File: config.mk
export PLATFORM = sky130hd
export DESIGN_NAME = mc_control_seq
export DESIGN_NICKNAME = d
export VERILOG_FILES = /design/src/rtl/mc_pkg.sv /design/src/rtl/mc_wait_timer.sv /design/src/rtl/mc_control_seq.sv
export SDC_FILE = /design/constraint.sdc
export NUM_CORES = 1
export LEC_CHECK = 0
export BUFFER_PORTS_ARGS = -buffer_cell sky130_fd_sc_hd__buf_2
export CAP_MARGIN = 0
export CORE_MARGIN = 2
export CORE_UTILIZATION = 44
export DETAILED_ROUTE_END_ITERATION = 6
export HOLD_SLACK_MARGIN = 0.03
export PLACE_DENSITY = 0.72
export RECOVER_POWER = 25
export SLEW_MARGIN = 15
export SYNTH_ARGS = -nofsm -noshare
export SYNTH_HDL_FRONTEND = slang
export SYNTH_SLANG_ARGS = --single-unit
export TNS_END_PERCENT = 5
File: constraint.sdc
create_clock -name clk -period 1.3 [get_ports clk]
set_input_delay 0.195 -clock clk [delete_from_list [all_inputs] [get_ports clk]]
set_output_delay 0.195 -clock clk [all_outputs]
set_load 0.1 [all_outputs]
File: src/rtl/mc_pkg.sv
// Shared types and constants for the multicycle control sequencer.
package mc_pkg;

  // Sequencer states; the numeric encoding is visible on the debug port.
  typedef enum logic [3:0] {
    FETCH    = 4'd0,
    DECODE   = 4'd1,
    EXEC_R   = 4'd2,
    EXEC_I   = 4'd3,
    MEM_ADDR = 4'd4,
    MEM_RD   = 4'd5,
    MEM_WR   = 4'd6,
    WB_ALU   = 4'd7,
    WB_MEM   = 4'd8,
    BRANCH   = 4'd9,
    JUMP     = 4'd10,
    LDI      = 4'd11,
    HALT     = 4'd12,
    FAULT    = 4'd13
  } stateT;

  // Opcode classes, taken from opcode[5:4].
  localparam logic [1:0] CLASS_RALU = 2'b00;
  localparam logic [1:0] CLASS_IALU = 2'b01;
  localparam logic [1:0] CLASS_MEM  = 2'b10;
  localparam logic [1:0] CLASS_CTRL = 2'b11;

  // Fully decoded opcodes of the memory and control classes.
  localparam logic [5:0] OP_LOAD  = 6'b10_0000;
  localparam logic [5:0] OP_STORE = 6'b10_0001;
  localparam logic [5:0] OP_LDI   = 6'b10_0010;
  localparam logic [5:0] OP_BEQ   = 6'b11_0000;
  localparam logic [5:0] OP_BNE   = 6'b11_0001;
  localparam logic [5:0] OP_JMP   = 6'b11_0010;
  localparam logic [5:0] OP_HALT  = 6'b11_1111;

  localparam logic [3:0] ALU_ADD = 4'd0;
  localparam logic [3:0] ALU_SUB = 4'd1;

  localparam logic [1:0] PC_SRC_ALU    = 2'd0;
  localparam logic [1:0] PC_SRC_ALUOUT = 2'd1;
  localparam logic [1:0] PC_SRC_JUMP   = 2'd2;

  localparam logic [1:0] ALUB_BUSB  = 2'd0;
  localparam logic [1:0] ALUB_ONE   = 2'd1;
  localparam logic [1:0] ALUB_SEXT  = 2'd2;
  localparam logic [1:0] ALUB_SHIFT = 2'd3;

  localparam logic [1:0] WD_MDR    = 2'd0;
  localparam logic [1:0] WD_ALUOUT = 2'd1;
  localparam logic [1:0] WD_IMM    = 2'd2;

  // All datapath strobes and selects except the parameter-width ALU op.
  typedef struct packed {
    logic       pcLoad;
    logic       memAddrSel;
    logic       memRead;
    logic       memWrite;
    logic       irWrite;
    logic       mdrWrite;
    logic       regWrite;
    logic [1:0] regWriteDataSel;
    logic       aluSrcA;
    logic [1:0] aluSrcB;
    logic [1:0] pcSrc;
    logic       regTrackSelect;
    logic       retire;
  } ctrlT;

  // States that hold a RAM request open and therefore wait on mem_ready.
  function automatic logic isMemState(input stateT s);
    return (s == FETCH) || (s == MEM_RD) || (s == MEM_WR);
  endfunction

endpackage

File: src/rtl/mc_wait_timer.sv
// Memory wait-state counter; flags expiry once MEM_TIMEOUT waits have elapsed.
module mc_wait_timer #(
  parameter int MEM_TIMEOUT = 15
) (
  input  logic clk,
  input  logic reset,
  input  logic clear,
  input  logic enable,
  output logic expired
);

  localparam int CW = $clog2(MEM_TIMEOUT + 1);

  logic [CW-1:0] waitCnt;

  // Count waiting cycles, saturating at the timeout value.
  always_ff @(posedge clk) begin
    if (reset || clear) begin
      waitCnt <= '0;
    end else if (enable && !expired) begin
      waitCnt <= waitCnt + CW'(1);
    end
  end

  assign expired = (waitCnt == CW'(MEM_TIMEOUT));

endmodule

File: src/rtl/mc_control_seq.sv
// Multicycle core control sequencer: state machine plus control decode.
// RAM handshake: mem_read/mem_write act as valid and mem_ready as ready; a
// request and its mem_addr_sel stay stable until the cycle mem_ready is high,
// which completes the transfer. mem_ready outside FETCH/MEM_RD/MEM_WR is ignored.
module mc_control_seq
  import mc_pkg::*;
#(
  parameter int OP_SIZE     = 6,
  parameter int ALU_OP_SIZE = 4,
  parameter int MEM_TIMEOUT = 15
) (
  input  logic                   clk,
  input  logic                   reset,
  input  logic [OP_SIZE-1:0]     opcode,
  input  logic                   mem_ready,
  input  logic                   alu_zero,
  output logic                   pc_load,
  output logic                   mem_addr_sel,
  output logic                   mem_read,
  output logic                   mem_write,
  output logic                   ir_write,
  output logic                   mdr_write,
  output logic                   reg_write,
  output logic [1:0]             reg_write_data_sel,
  output logic                   alu_src_a,
  output logic [1:0]             alu_src_b,
  output logic [ALU_OP_SIZE-1:0] alu_op,
  output logic [1:0]             pc_src,
  output logic                   reg_track_select,
  output logic                   retire,
  output logic [3:0]             state,
  output logic                   fault
);

  localparam logic [ALU_OP_SIZE-1:0] ALU_ADD_W = ALU_OP_SIZE'(ALU_ADD);
  localparam logic [ALU_OP_SIZE-1:0] ALU_SUB_W = ALU_OP_SIZE'(ALU_SUB);

  stateT                  stateQ, stateD;
  ctrlT                   ctrl;
  logic [ALU_OP_SIZE-1:0] aluOpSel;
  logic [5:0]             op6;
  logic [1:0]             opClass;
  logic                   inMem, timerExpired, timeout;

  assign op6     = opcode[5:0];
  assign opClass = opcode[5:4];
  assign inMem   = isMemState(stateQ);
  assign timeout = inMem && !mem_ready && timerExpired;

  mc_wait_timer #(.MEM_TIMEOUT(MEM_TIMEOUT)) uWaitTimer (
    .clk     (clk),
    .reset   (reset),
    .clear   (!inMem || mem_ready),
    .enable  (inMem && !mem_ready),
    .expired (timerExpired)
  );

  // State register.
  always_ff @(posedge clk) begin
    if (reset) stateQ <= FETCH;
    else       stateQ <= stateD;
  end

  // Next-state logic.
  always_comb begin
    stateD = stateQ;
    case (stateQ)
      FETCH:    if (mem_ready) stateD = DECODE; else if (timeout) stateD = FAULT;
      DECODE: begin
        case (opClass)
          CLASS_RALU: stateD = EXEC_R;
          CLASS_IALU: stateD = EXEC_I;
          CLASS_MEM: begin
            if (op6 == OP_LOAD || op6 == OP_STORE) stateD = MEM_ADDR;
            else if (op6 == OP_LDI)                stateD = LDI;
            else                                   stateD = FAULT;
          end
          default: begin
            if (op6 == OP_BEQ || op6 == OP_BNE) stateD = BRANCH;
            else if (op6 == OP_JMP)             stateD = JUMP;
            else if (op6 == OP_HALT)            stateD = HALT;
            else                                stateD = FAULT;
          end
        endcase
      end
      EXEC_R, EXEC_I: stateD = WB_ALU;
      MEM_ADDR: stateD = (op6 == OP_STORE) ? MEM_WR : MEM_RD;
      MEM_RD:   if (mem_ready) stateD = WB_MEM; else if (timeout) stateD = FAULT;
      MEM_WR:   if (mem_ready) stateD = FETCH;  else if (timeout) stateD = FAULT;
      WB_ALU, WB_MEM, LDI, BRANCH, JUMP: stateD = FETCH;
      HALT:     stateD = HALT;
      FAULT:    stateD = FAULT;
      default:  stateD = FAULT;
    endcase
  end

  // Output decode per state; everything is forced low while reset is high.
  always_comb begin
    ctrl     = '0;
    aluOpSel = ALU_ADD_W;
    case (stateQ)
      FETCH: begin
        ctrl.memRead = 1'b1;
        ctrl.aluSrcB = ALUB_ONE;
        ctrl.pcSrc   = PC_SRC_ALU;
        ctrl.irWrite = mem_ready;
        ctrl.pcLoad  = mem_ready;
      end
      DECODE: ctrl.aluSrcB = ALUB_SHIFT;
      EXEC_R: begin
        ctrl.aluSrcA = 1'b1;
        ctrl.aluSrcB = ALUB_BUSB;
        aluOpSel     = ALU_OP_SIZE'(opcode[3:0]);
      end
      EXEC_I: begin
        ctrl.aluSrcA        = 1'b1;
        ctrl.aluSrcB        = ALUB_SEXT;
        ctrl.regTrackSelect = 1'b1;
        aluOpSel            = ALU_OP_SIZE'(opcode[3:0]);
      end
      WB_ALU: begin
        ctrl.regWrite        = 1'b1;
        ctrl.regWriteDataSel = WD_ALUOUT;
        ctrl.retire          = 1'b1;
      end
      MEM_ADDR: begin
        ctrl.aluSrcA = 1'b1;
        ctrl.aluSrcB = ALUB_SEXT;
      end
      MEM_RD: begin
        ctrl.memAddrSel = 1'b1;
        ctrl.memRead    = 1'b1;
        ctrl.mdrWrite   = mem_ready;
      end
      WB_MEM: begin
        ctrl.regWrite        = 1'b1;
        ctrl.regWriteDataSel = WD_MDR;
        ctrl.retire          = 1'b1;
      end
      MEM_WR: begin
        ctrl.memAddrSel = 1'b1;
        ctrl.memWrite   = 1'b1;
        ctrl.retire     = mem_ready;
      end
      LDI: begin
        ctrl.regWrite        = 1'b1;
        ctrl.regWriteDataSel = WD_IMM;
        ctrl.regTrackSelect  = 1'b1;
        ctrl.retire          = 1'b1;
      end
      BRANCH: begin
        ctrl.aluSrcA = 1'b1;
        ctrl.aluSrcB = ALUB_BUSB;
        ctrl.pcSrc   = PC_SRC_ALUOUT;
        ctrl.pcLoad  = (op6 == OP_BNE) ? !alu_zero : alu_zero;
        ctrl.retire  = 1'b1;
        aluOpSel     = ALU_SUB_W;
      end
      JUMP: begin
        ctrl.pcSrc  = PC_SRC_JUMP;
        ctrl.pcLoad = 1'b1;
        ctrl.retire = 1'b1;
      end
      default: ;
    endcase
    if (reset) begin
      ctrl     = '0;
      aluOpSel = '0;
    end
  end

  assign pc_load            = ctrl.pcLoad;
  assign mem_addr_sel       = ctrl.memAddrSel;
  assign mem_read           = ctrl.memRead;
  assign mem_write          = ctrl.memWrite;
  assign ir_write           = ctrl.irWrite;
  assign mdr_write          = ctrl.mdrWrite;
  assign reg_write          = ctrl.regWrite;
  assign reg_write_data_sel = ctrl.regWriteDataSel;
  assign alu_src_a          = ctrl.aluSrcA;
  assign alu_src_b          = ctrl.aluSrcB;
  assign alu_op             = aluOpSel;
  assign pc_src             = ctrl.pcSrc;
  assign reg_track_select   = ctrl.regTrackSelect;
  assign retire             = ctrl.retire;
  assign state              = reset ? 4'd0 : stateQ;
  assign fault              = !reset && (stateQ == FAULT);

endmodule

==> impl_metrics.toml, run 1 <==
[yosys]
yosysUniqueCellTypes = 45
synth_edf_count = 0
synth_flop_cell = "dfxtp_1"
synth_seq_cells = 8
synth_seq_area_share = 0.172
synth_top_area_share = 0.172
avgSynthCellArea_um2 = 7.06
syn_area_um2 = 932
synth.most_common_cell = "nand2_1"
syn-num-nets = 143
yosys.area.top_type = "dfxtp_1"
synth_cells = 132
ys_warn_count = 0
synthTopCellsByArea = "dfxtp_1 17%, nor2b_1 4.7%, nor3_1 4.3%"
synthTopCellsByCount = "9 x nand2_1, 8 x dfxtp_1, 8 x nor2_1, 8 x nor3_1"
ys_async_sr_fraction = 0

[placed_design]
gp_congestion = 0.960
portBuffers = 34

[floorplan]
boundaryPins = 35
rows = 16
die_h_um = 50.0
die_x_um = 50.0
start_util = 0.470

[status]
haltStage = "3_5_place_dp"
status = "did not finish"
error = "[ERROR DPL-0038] Utilization greater than 100%, impossible to legalize"
-- through the flow --
stage / setup WS, ns / hold slack [ns]
after floorplan: -0.783 / 0.359
after global placement: -0.217 / 0.494
-- cells by family after synthesis --
| family | share of synthesized area |
|---|---|
| mux | 0.0322 |
| flops | 0.172 |
| xor+xnor | 0.0376 |
| fa+ha+maj | 0.0134 |
| simple gates | 0.460 |
| buf+inv | 0.0671 |
| compound gates | 0.217 |
==> run 2: changes to the inputs <==
--- a/config.mk
+++ b/config.mk
@@ -7,11 +7,10 @@
 export LEC_CHECK = 0
 export BUFFER_PORTS_ARGS = -buffer_cell sky130_fd_sc_hd__buf_2
 export CAP_MARGIN = 0
-export CORE_MARGIN = 2
-export CORE_UTILIZATION = 44
+export CORE_AREA = 2 2 63 65
 export DETAILED_ROUTE_END_ITERATION = 6
-export HOLD_SLACK_MARGIN = 0.03
-export PLACE_DENSITY = 0.72
+export DIE_AREA = 0 0 65 67
+export PLACE_DENSITY_LB_ADDON = 0.15
 export RECOVER_POWER = 25
 export SLEW_MARGIN = 15
 export SYNTH_ARGS = -nofsm -noshare
==> constraint.sdc (replaced) <==
create_clock -name clk -period 1.7 [get_ports clk]
set_input_delay 0.255 -clock clk [delete_from_list [all_inputs] [get_ports clk]]
set_output_delay 0.255 -clock clk [all_outputs]
set_load 0.1 [all_outputs]
==> impl_metrics.toml, run 2 <==
[drt]
dr.pass1.iters = 5
via_per_inst = 5.24
ant_nets = 0
wl_per_cell_um = 15.5
drt_iter0_drc = 39
vias = 1227
drcViolationCount = 0
drt_wl_total_um = 3630

[grt]
antenna_found_initial = 0
grt_max_degree = 18
grt_pass1_wl_um = 5700
grt_usage = 0.168
grt_pass1_vias = 1233
grt_overflow = 0

[yosys]
yosysUniqueCellTypes = 45
synth_cells = 132
synth_top_area_share = 0.172
synth.most_common_cell = "nand2_1"
synth_seq_area_share = 0.172
synth_seq_cells = 8
yosys.area.top_type = "dfxtp_1"
synth_edf_count = 0
syn-num-nets = 143
synth_flop_cell = "dfxtp_1"
ys_async_sr_fraction = 0
avgSynthCellArea_um2 = 7.06
syn_area_um2 = 932
synthTopCellsByCount = "9 x nand2_1, 8 x dfxtp_1, 8 x nor2_1, 8 x nor3_1"
synthTopCellsByArea = "dfxtp_1 17%, nor2b_1 4.7%, nor3_1 4.3%"
ys_warn_count = 0

[clock_network]
clockRootBuffer = "clkbuf_8"
clock_latency_ns = 0.24
cts.sinks = 8
cts_tree = "yes"
clock_path_buffers = 2
cts_inserted_buffers = 3
holdBufCountCts = 0
htree_levels = 1
cts.clk_slew.worst_paths_ns = 0.05

[final_layout]
multiInputGateArea_um2 = 965
final-seq-area_um2 = 173
area_growth_pct = 121
layout_commonest_cell = "buf_12"
fin_util = 0.571
fillers = 315
diodes = 0
layout-drive-gt1-share = 0.618
top_regs = "stateQ (4), uWaitTimer.waitCnt (4)"
most-common-layout-cells = "27 x buf_12, 19 x buf_4, 9 x nand2_1, 9 x buf_2"
fin_nets = 198

[setup_path]
critPathMostFrequentCell = "buf_12"
path_buf_inv = 2
critPathArrivalTime_ns = 1.51
cp.required_ns = 1.44
cpPeakStageDelay_ns = 0.37
cpMaxStageDelayCell = "dfxtp_4"
setup.worst_path.start_class = "flip-flop"
worst-setup-path-type = "flip-flop to primary output"
worst-path-max-fanout = 6
path_delay_family = "flip-flops"
cp_cell_sequence = "buf_12, and2b_2, nand3b_1, a21oi_2, buf_12"
crit_path_end_kind = "primary output"

[sta]
period_share = 1.04
hold_violations = 0
rsz0062_at_grt = "yes"
tightest_slew_ns = 0.434
maxSlewHeadroom = 0.710
period_needed_ns = 1.76
fin_skew_ns = 0.0146
final_max_slew_viol_count = 0
fmax_mhz = 568
setup_slack_ns = -0.0609
final.setup.tns_ns = -0.158
finalSetupViolCount = 5

[placed_design]
hpwl_um = 2630
preCtsSetupSlack_ns = 0.0490
gp_congestion = 0.797
portBuffers = 34

[floorplan]
die_h_um = 67
die_x_um = 65
rows = 22
fp.coreArea_um2 = 3610
die_area_um2 = 4360
start_util = 0.259
boundaryPins = 35

[power_and_ir_drop]
p_per_area_nw_per_um2 = 1620
p_leak_nw = 0.789
peakVddDrop_mv = 0.611

[job]
maxCapViolations = 0

[status]
violations = "negative setup slack"
status = "finished with violations"

[hold_path]
hold_class = "input port to flip-flop"
-- run 2: layer usage --
layer  part of all wire  track usage  routed length, um  up-vias
met5                  0            0                  0        -
met4              0.012       0.0452                 42        0
met3              0.052       0.0338                188        6
met2               0.55        0.321               1990       43
met1               0.39        0.186               1410      581
li1                   -            -                  -      597
-- run 2: cell families (layout without fill, tap and decap cells) --
| kind of cell | count (synthesis) | in the layout | synth area share |
|---|---|---|---|
| DFF | 8 | 8 | 0.172 |
| buffers and inverters | 14 | 68 | 0.0671 |
| and+or+nand+nor | 72 | 72 | 0.460 |
| AOI/OAI and AO/OA | 30 | 30 | 0.217 |
| muxes | 3 | 3 | 0.0322 |
| xor gates and xnor gates | 4 | 4 | 0.0376 |
| adders and majority gates | 1 | 1 | 0.0134 |
-- run 2: final cells by class --
| type | instances | share of cell area |
|---|---|---|
| clock buffer | 4 | 0.0219 |
| inverter | 3 | 0.00729 |
| multi-input combinational | 110 | 0.468 |
| sequential | 8 | 0.0838 |
| tap | 48 | 0.0292 |
| timing repair buffer | 61 | 0.389 |
-- run 2: power by group --
group          switching, W  internal (W)  total, W
Clock             0.0000902      0.000164  0.000254
Sequential         0.000110      0.000253  0.000363
Combinational       0.00161       0.00112   0.00273
Total               0.00181       0.00153   0.00334
-- run 2: tightest hold or removal path, cell delays in order --
cell	delay, ns
buf_2	0.14
nand4_1	0.09
a31oi_1	0.09
-- run 2: path summary, 6_finish.rpt --
kind                    startpoint               endpoint  slack (ns)  cells past startpoint
max                      stateQ[3]                 retire       -0.06                      5
min                      opcode[5]              stateQ[3]        0.39                      3
max reg2reg              stateQ[2]              stateQ[3]        0.08                      6
min reg2reg  uWaitTimer.waitCnt[3]  uWaitTimer.waitCnt[3]        0.51                      2
-- run 2: metrics by stage --
stage	cells	hold WS [ns]	total power, W	cell area [um2]
floorplan	132	0.419	0.00203	1170
global placement	218	0.498	0.00273	1820
detailed placement	218	0.510	0.00277	1820
CTS	227	0.376	0.00321	1960
global route	234	0.404	0.00350	2060
finish	234	0.387	0.00334	2060
-- run 2: repair_timing --
item                       CTS  global route
setup endpoints to repair   21            17
buffers inserted             5             6
gates resized for setup     13            10
cloned                       0             1
pin swaps                    2             5
No activity file was read; power rests on OpenSTA's default activity.
